File: src/rtl/inst_mem_pkg.sv
// Shared types and default parameter values for the instruction memory sequencer.
package inst_mem_pkg;

    localparam int          DEF_DEPTH        = 64;
    localparam logic [31:0] DEF_BASE_ADDR    = 32'h0000_0000;
    localparam int          DEF_DRAIN_CYCLES = 5;
    localparam logic [31:0] DEF_NOP_INST     = 32'h0000_0013;  // addi x0,x0,0

    typedef enum logic [2:0] {
        IDLE   = 3'd0,
        LOAD   = 3'd1,
        LOADED = 3'd2,
        RUN    = 3'd3,
        DRAIN  = 3'd4,
        DONE   = 3'd5
    } state_t;

endpackage

File: src/rtl/inst_mem_seq_if.sv
// Program-load handshake plus the core fetch path between a host/core and inst_mem_seq.
interface inst_mem_seq_if;

    // Load handshake: a word transfers on any rising clk edge where load_valid && load_ready.
    // The master holds load_data/load_last stable while load_valid is high and not yet accepted.
    logic        load_valid;
    logic        load_ready;
    logic [31:0] load_data;
    logic        load_last;

    logic        stall;
    logic [31:0] InstAddr;
    logic [31:0] Instruction;

    modport master (
        output load_valid, load_data, load_last, stall, InstAddr,
        input  load_ready, Instruction
    );

    modport slave (
        input  load_valid, load_data, load_last, stall, InstAddr,
        output load_ready, Instruction
    );

endinterface

File: src/rtl/inst_mem_array.sv
// Instruction storage: synchronous write, asynchronous read, contents not reset.
module inst_mem_array #(
    parameter int DEPTH = 64,
    parameter int AW    = $clog2(DEPTH)
) (
    input  logic          clk,
    input  logic          we,
    input  logic [AW-1:0] waddr,
    input  logic [31:0]   wdata,
    input  logic [AW-1:0] raddr,
    output logic [31:0]   rdata
);

    logic [31:0] mem [DEPTH];

    always_ff @(posedge clk) begin
        if (we) mem[waddr] <= wdata;
    end

    assign rdata = mem[raddr];

endmodule

File: src/rtl/inst_mem_seq.sv
// Loads a program word by word, then serves it to a core by fetch address and
// feeds NOPs for a fixed drain period once the core runs past the last word.
module inst_mem_seq
    import inst_mem_pkg::*;
#(
    parameter int          DEPTH        = DEF_DEPTH,
    parameter logic [31:0] BASE_ADDR    = DEF_BASE_ADDR,
    parameter int          DRAIN_CYCLES = DEF_DRAIN_CYCLES,
    parameter logic [31:0] NOP_INST     = DEF_NOP_INST,
    localparam int         AW           = $clog2(DEPTH)
) (
    input  logic          clk,
    input  logic          reset,
    inst_mem_seq_if.slave bus,
    input  logic          start,
    input  logic          clear,
    output logic          done,
    output logic [AW:0]   prog_len,
    output logic [31:0]   inst_count,
    output logic          oob_err,
    output state_t        state_dbg
);

    state_t      state, next_state;
    logic [AW:0] wptr;
    logic [31:0] drain_cnt;
    logic [31:0] idx;
    logic [31:0] rdata;
    logic        aligned, in_range, real_inst;
    logic        load_ready, load_hs, fill_end, enter_run, run_to_drain;
    logic [31:0] instruction;

    // Fetch decode; stale words beyond prog_len are never visible.
    assign idx       = (bus.InstAddr - BASE_ADDR) >> 2;
    assign aligned   = (bus.InstAddr[1:0] == 2'b00);
    assign in_range  = aligned && (idx < 32'(wptr));
    assign real_inst = (state == RUN) && in_range;

    assign load_hs      = bus.load_valid && load_ready && !clear;
    assign fill_end     = ((wptr + 1'b1) == (AW+1)'(DEPTH));
    assign enter_run    = start && !clear && ((state == LOADED) || (state == DONE));
    assign run_to_drain = (state == RUN) && !bus.stall && aligned && !in_range;

    inst_mem_array #(.DEPTH(DEPTH), .AW(AW)) u_array (
        .clk   (clk),
        .we    (load_hs),
        .waddr (wptr[AW-1:0]),
        .wdata (bus.load_data),
        .raddr (idx[AW-1:0]),
        .rdata (rdata)
    );

    always_ff @(posedge clk or negedge reset) begin
        if (!reset) state <= IDLE;
        else        state <= next_state;
    end

    always_comb begin
        next_state = state;
        if (clear) begin
            next_state = IDLE;
        end else begin
            case (state)
                IDLE, LOAD: if (load_hs) next_state = (bus.load_last || fill_end) ? LOADED : LOAD;
                LOADED:     if (start) next_state = RUN;
                RUN:        if (run_to_drain) next_state = DRAIN;
                DRAIN:      if (!bus.stall && drain_cnt <= 32'd1) next_state = DONE;
                DONE:       if (start) next_state = RUN;
                default:    next_state = IDLE;
            endcase
        end
    end

    always_comb begin
        load_ready  = ((state == IDLE) || (state == LOAD)) && (wptr < (AW+1)'(DEPTH));
        done        = (state == DONE);
        instruction = real_inst ? rdata : NOP_INST;
    end

    // wptr doubles as prog_len: after each accepted word it equals the words stored.
    always_ff @(posedge clk or negedge reset) begin
        if (!reset) begin
            wptr       <= '0;
            drain_cnt  <= '0;
            inst_count <= '0;
            oob_err    <= 1'b0;
        end else if (clear) begin
            wptr       <= '0;
            drain_cnt  <= '0;
            inst_count <= '0;
            oob_err    <= 1'b0;
        end else begin
            if (load_hs) wptr <= wptr + 1'b1;
            if (enter_run)
                inst_count <= '0;
            else if (real_inst && !bus.stall && inst_count != 32'hFFFF_FFFF)
                inst_count <= inst_count + 32'd1;
            if ((state == RUN) && !aligned) oob_err <= 1'b1;
            if (run_to_drain)
                drain_cnt <= 32'(DRAIN_CYCLES);
            else if ((state == DRAIN) && !bus.stall && drain_cnt != 32'd0)
                drain_cnt <= drain_cnt - 32'd1;
        end
    end

    assign bus.load_ready  = load_ready;
    assign bus.Instruction = instruction;
    assign prog_len        = wptr;
    assign state_dbg       = state;

endmodule

File: src/flat_wrapper.sv
// flat-port wrapper written by rule: the top's interface ports become plain ports
module inst_mem_seq_flat import inst_mem_pkg::*;
#(
    parameter int          DEPTH        = DEF_DEPTH,
    parameter logic [31:0] BASE_ADDR    = DEF_BASE_ADDR,
    parameter int          DRAIN_CYCLES = DEF_DRAIN_CYCLES,
    parameter logic [31:0] NOP_INST     = DEF_NOP_INST,
    localparam int         AW           = $clog2(DEPTH)
)
  (clk, reset, start, clear, done, prog_len, inst_count, oob_err, state_dbg, bus_load_valid, bus_load_data, bus_load_last, bus_stall, bus_InstAddr, bus_load_ready, bus_Instruction);
  inst_mem_seq_if bus_i ();
  input  logic clk;
  input  logic reset;
  input  logic start;
  input  logic clear;
  output logic done;
  output logic [AW:0] prog_len;
  output logic [31:0] inst_count;
  output logic oob_err;
  output state_t state_dbg;
  input wire logic [$bits(bus_i.load_valid)-1:0] bus_load_valid;
  input wire logic [$bits(bus_i.load_data)-1:0] bus_load_data;
  input wire logic [$bits(bus_i.load_last)-1:0] bus_load_last;
  input wire logic [$bits(bus_i.stall)-1:0] bus_stall;
  input wire logic [$bits(bus_i.InstAddr)-1:0] bus_InstAddr;
  output wire logic [$bits(bus_i.load_ready)-1:0] bus_load_ready;
  output wire logic [$bits(bus_i.Instruction)-1:0] bus_Instruction;
  assign bus_i.load_valid = bus_load_valid;
  assign bus_i.load_data = bus_load_data;
  assign bus_i.load_last = bus_load_last;
  assign bus_i.stall = bus_stall;
  assign bus_i.InstAddr = bus_InstAddr;
  assign bus_load_ready = bus_i.load_ready;
  assign bus_Instruction = bus_i.Instruction;
  inst_mem_seq #(.DEPTH(DEPTH), .BASE_ADDR(BASE_ADDR), .DRAIN_CYCLES(DRAIN_CYCLES), .NOP_INST(NOP_INST)) u_core (.clk(clk), .reset(reset), .bus(bus_i), .start(start), .clear(clear), .done(done), .prog_len(prog_len), .inst_count(inst_count), .oob_err(oob_err), .state_dbg(state_dbg));
endmodule
File: config.mk
export PLATFORM = sky130hd
export DESIGN_NAME = inst_mem_seq_flat
export DESIGN_NICKNAME = d
export VERILOG_FILES = /design/src/rtl/inst_mem_pkg.sv /design/src/rtl/inst_mem_seq_if.sv /design/src/rtl/inst_mem_array.sv /design/src/rtl/inst_mem_seq.sv /design/src/flat_wrapper.sv
export SDC_FILE = /design/constraint.sdc
export NUM_CORES = 2
export LEC_CHECK = 0
export ABC_AREA = 1
export CAP_MARGIN = 20
export CELL_PAD_IN_SITES_DETAIL_PLACEMENT = 0
export CELL_PAD_IN_SITES_GLOBAL_PLACEMENT = 1
export CORE_MARGIN = 1
export CORE_UTILIZATION = 33
export CTS_CLUSTER_DIAMETER = 50
export DETAILED_ROUTE_END_ITERATION = 10
export HOLD_SLACK_MARGIN = 0.02
export PLACE_DENSITY = 0.59
export SLEW_MARGIN = 20
export SYNTH_ARGS = -nofsm -noshare
export SYNTH_HDL_FRONTEND = slang
export SYNTH_SLANG_ARGS = --single-unit
File: constraint.sdc
create_clock -name clk -period 3.7 [get_ports clk]
set_input_delay 0.555 -clock clk [delete_from_list [all_inputs] [get_ports clk]]
set_output_delay 0.555 -clock clk [all_outputs]
set_load 0.05 [all_outputs]
==> results_dict.tcl <==
set metrics [dict create \
    grt-busiest-layer "met2" \
    final_max_slew_viol_count 0 \
    netlist_area_sq_um 88100 \
    grt_usage_pct 20.8 \
    dp.cells 11300 \
    synth_seq_cells 2123 \
    core_area_sq_um 265000 \
    startpoint_type "register" \
    postRouteAntennaNets 0 \
    synthArstFlopShare_pct 3.53 \
    finalNonFillerCells 11700 \
    hold_path.class "in -> reg" \
    synth_xor_area_share_pct 0.209 \
    portBuffers 147 \
    ys.flop_type "edfxtp_1" \
    yosys.area_share.simple_pct 23.0 \
    r2r_slack_ns 0.72 \
    muxShareOfSynthArea_pct 0 \
    p_seq_share_pct 49.1 \
    ir_drop_v 0.000368 \
    synth-seq-area-share_pct 71.9 \
    yosysTopAreaCell "edfxtp_1" \
    pin_count 148 \
    clk_pin_slew_worst_paths_ns 0.06 \
    routed_via_density 5.13 \
    cts-root-buf "clkbuf_16" \
    yosysWarnings 0 \
    drv_cap 0 \
    synth_top_family_by_area "simple AND/OR/NAND/NOR gates" \
    numClockSinks 2123 \
    overflow 0 \
    tritoncts "done" \
    grt.met2_usage_pct 34.4 \
    drive_above_1_share_pct 11.8 \
    synth_compound_area_share_pct 1.03 \
    combPwrFrac_pct 7.4 \
    cp_max_fo 9 \
    clock_latency_ns 0.92 \
    hold_viol 0 \
    end_kind "output port" \
    setup_viol 0 \
    netlist_top_cells_area "edfxtp_1, nand3_1, nand2_1" \
    fin_nets 8077 \
    maxSlewHeadroom_pct 24.8 \
    cp.arrival_ns 3.04 \
    cp.required_ns 3.14 \
    grt_pass1_vias 57600 \
    min_path_cells 1 \
    syn2layout_area_growth_pct 18.9 \
    netlist.area_leader.share_pct 69.8 \
    synth_cells 7694 \
    worst-setup-path-type "reg -> out" \
    post-route-min-period_ns 3.59 \
    grt_util_met3_pct 2.09 \
    reg2reg_from "u_core.prog_len[6]$_DFFE_PN0P_" \
    rsz0062_at_grt "false" \
    vias 60200 \
    leakage_nw 37.5 \
    post-route-cell-area_sq_um 105000 \
    fmax_mhz 278 \
    ys_types 44 \
    dp.final_hpwl_mm 161 \
    whs_endpoint "u_core.u_array.mem[20][12]$_DFFE_PP_" \
    utilization_pct 39.5 \
    p_sw_mw 12.8 \
    layout_setup_ws_ns 0.107 \
    dpl_worst_slack_ns 0.0895 \
    fin_setup_tns_ns 0 \
    wl_per_cell_um 24.4 \
    gp_congestion 0.809 \
    antenna_found_initial 17 \
    synth.most_common_cell "nand2_1" \
    dr.pass1.iters 6 \
    synthTopCellsByCount "nand2_1, edfxtp_1, nand3_1" \
    tightest_slew_ns 1.13 \
    drc 0 \
    row_count 189 \
    grt_max_degree 120 \
    use_met1_pct 29.4 \
    synth_fa_ha_area_share_pct 0.142 \
    syn-num-nets 7775 \
    p_int_mw 41.3 \
    powerDensity_nw_per_um2 517 \
    placed_area_sq_um 96600 \
    clkPwrFrac_pct 43.5 \
    die-area_sq_um 269000 \
    period_share_pct 97.1 \
    drt-total-wl_mm 286 \
    clockBufferDepth 4 \
    holdCritStartpoint "bus_load_data[12]" \
    first_iter_violations 5835 \
    grt_pass1_wl_mm 414 \
    dieHeight_um 519 \
    syn_area_per_cell_sq_um 11.4 \
    reg2regPathDepth 10 \
    fill_cells 25500 \
    start_util_pct 33.2 \
    run_status "complete, no violations" \
    synth-edff-count 2048 \
    cts_buffers 246 \
    fin_skew_ns 0.0931 \
    die_x_um 519 \
    p_sw_share_pct 23.7 \
    r2r_end "u_core.u_array.mem[41][26]$_DFFE_PP_" \
    htreeDepth 4 \
]
-- critical path, cell delays in order, from the launching register on --
cell,delay [ns]
dfrtp_2,0.43
inv_4,0.07
ha_1,0.22
nand2_1,0.08
a21oi_1,0.04
nor2_1,0.13
nand2_2,0.10
nand2_2,0.11
nand3_4,0.14
inv_16,0.16
buf_12,0.13
buf_16,0.13
nand2_1,0.07
a21oi_2,0.17
buf_12,0.16
-- cell type report --
cell class	instances	area, sq um	share of cell area, %
Tap cell	3533	4420	4.22
Antenna cell	9	22.5	0.0215
Inverter	241	962	0.919
Timing Repair Buffer	527	6080	5.81
Multi-Input combinational cell	4857	22100	21.1
Clock buffer	310	6550	6.25
Clock inverter	134	1180	1.13
Sequential cell	2123	63400	60.5
-- cell usage in the layout (no fill, tap or decap), drive strengths merged, types with 76 or more instances in the layout --
cell / count
clkbuf: 310
nand2: 2337
nand3: 1923
buf: 449
inv: 260
clkdlybuf4s50: 76
edfxtp: 2048
o21ai: 95
nor2: 292
clkinv: 84
-- power groups by stage --
stage / registers (mW) / logic (mW) / clock network [mW]
final: 26.6 / 4.01 / 23.5
after global routing: 26.6 / 4.37 / 24.9
after CTS: 26.6 / 4.04 / 24.0
after detailed placement: 27.1 / 4.01 / 0
after global placement: 27.1 / 4.00 / 0
after floorplan: 27.2 / 2.02 / 0
-- metrics by stage --
| step | total power, mW | hold WS, ns |
|---|---|---|
| after floorplan | 29.2 | 0.259 |
| after global placement | 31.1 | 0.483 |
| after detailed placement | 31.1 | 0.490 |
| after CTS | 54.6 | 0.128 |
| after global routing | 55.8 | 0.175 |
| final | 54.1 | 0.165 |
-- repair_timing --
item | CTS | global route
resized for setup | 54 | 5
setup buffers | 12 | 1
cloned | 2 | 0
hold endpoints to repair | 70 | 0
endpoints found under the setup margin | 32 | 26
hold buffers | 1 | 0
pin swaps | 6 | 2
-- worst max-delay path by stage --
stage | slack, ns | end | from | cells after the start
3_5_place_dp | 0.09 | bus_Instruction[0] | bus_InstAddr[2] | 13
4_1_cts | -0.04 | bus_Instruction[7] | u_core.prog_len[5]$_DFFE_PN0P_ | 13
5_1_grt | 0.007 | bus_Instruction[7] | u_core.prog_len[4]$_DFFE_PN0P_ | 14
6_report | 0.11 | bus_Instruction[7] | u_core.prog_len[4]$_DFFE_PN0P_ | 14
2_1_floorplan | -0.39 | u_core.u_array.mem[13][0]$_DFFE_PP_ | u_core.state_dbg[1]$_DFFE_PN0P_ | 7
3_3_place_gp | 0.08 | bus_Instruction[0] | bus_InstAddr[2] | 13
-- sequential cells by signal, indices dropped and copies added (netlist names) --
name / flops
u_core.oob_err: 1
u_core.drain_cnt: 32
u_core.u_array.mem: 2048
u_core.inst_count: 32
u_core.state_dbg: 3
u_core.prog_len: 7
-- metal layers --
layer | vias up | share of wire [%]
li1 | 27700 | -
met1 | 30400 | 45
met2 | 1696 | 48
met3 | 365 | 5.1
met4 | 4 | 2.2
met5 | - | 0.0080
-- cells by family after synthesis --
logic type	count (synthesis)
adder cells (fa/ha/maj)	10
AO/OA/AOI/OAI	160
flip-flops	2123
buffers and inverters	714
XOR/XNOR	21
AND/OR/NAND/NOR	4666
(Power assumes the default switching activity.)
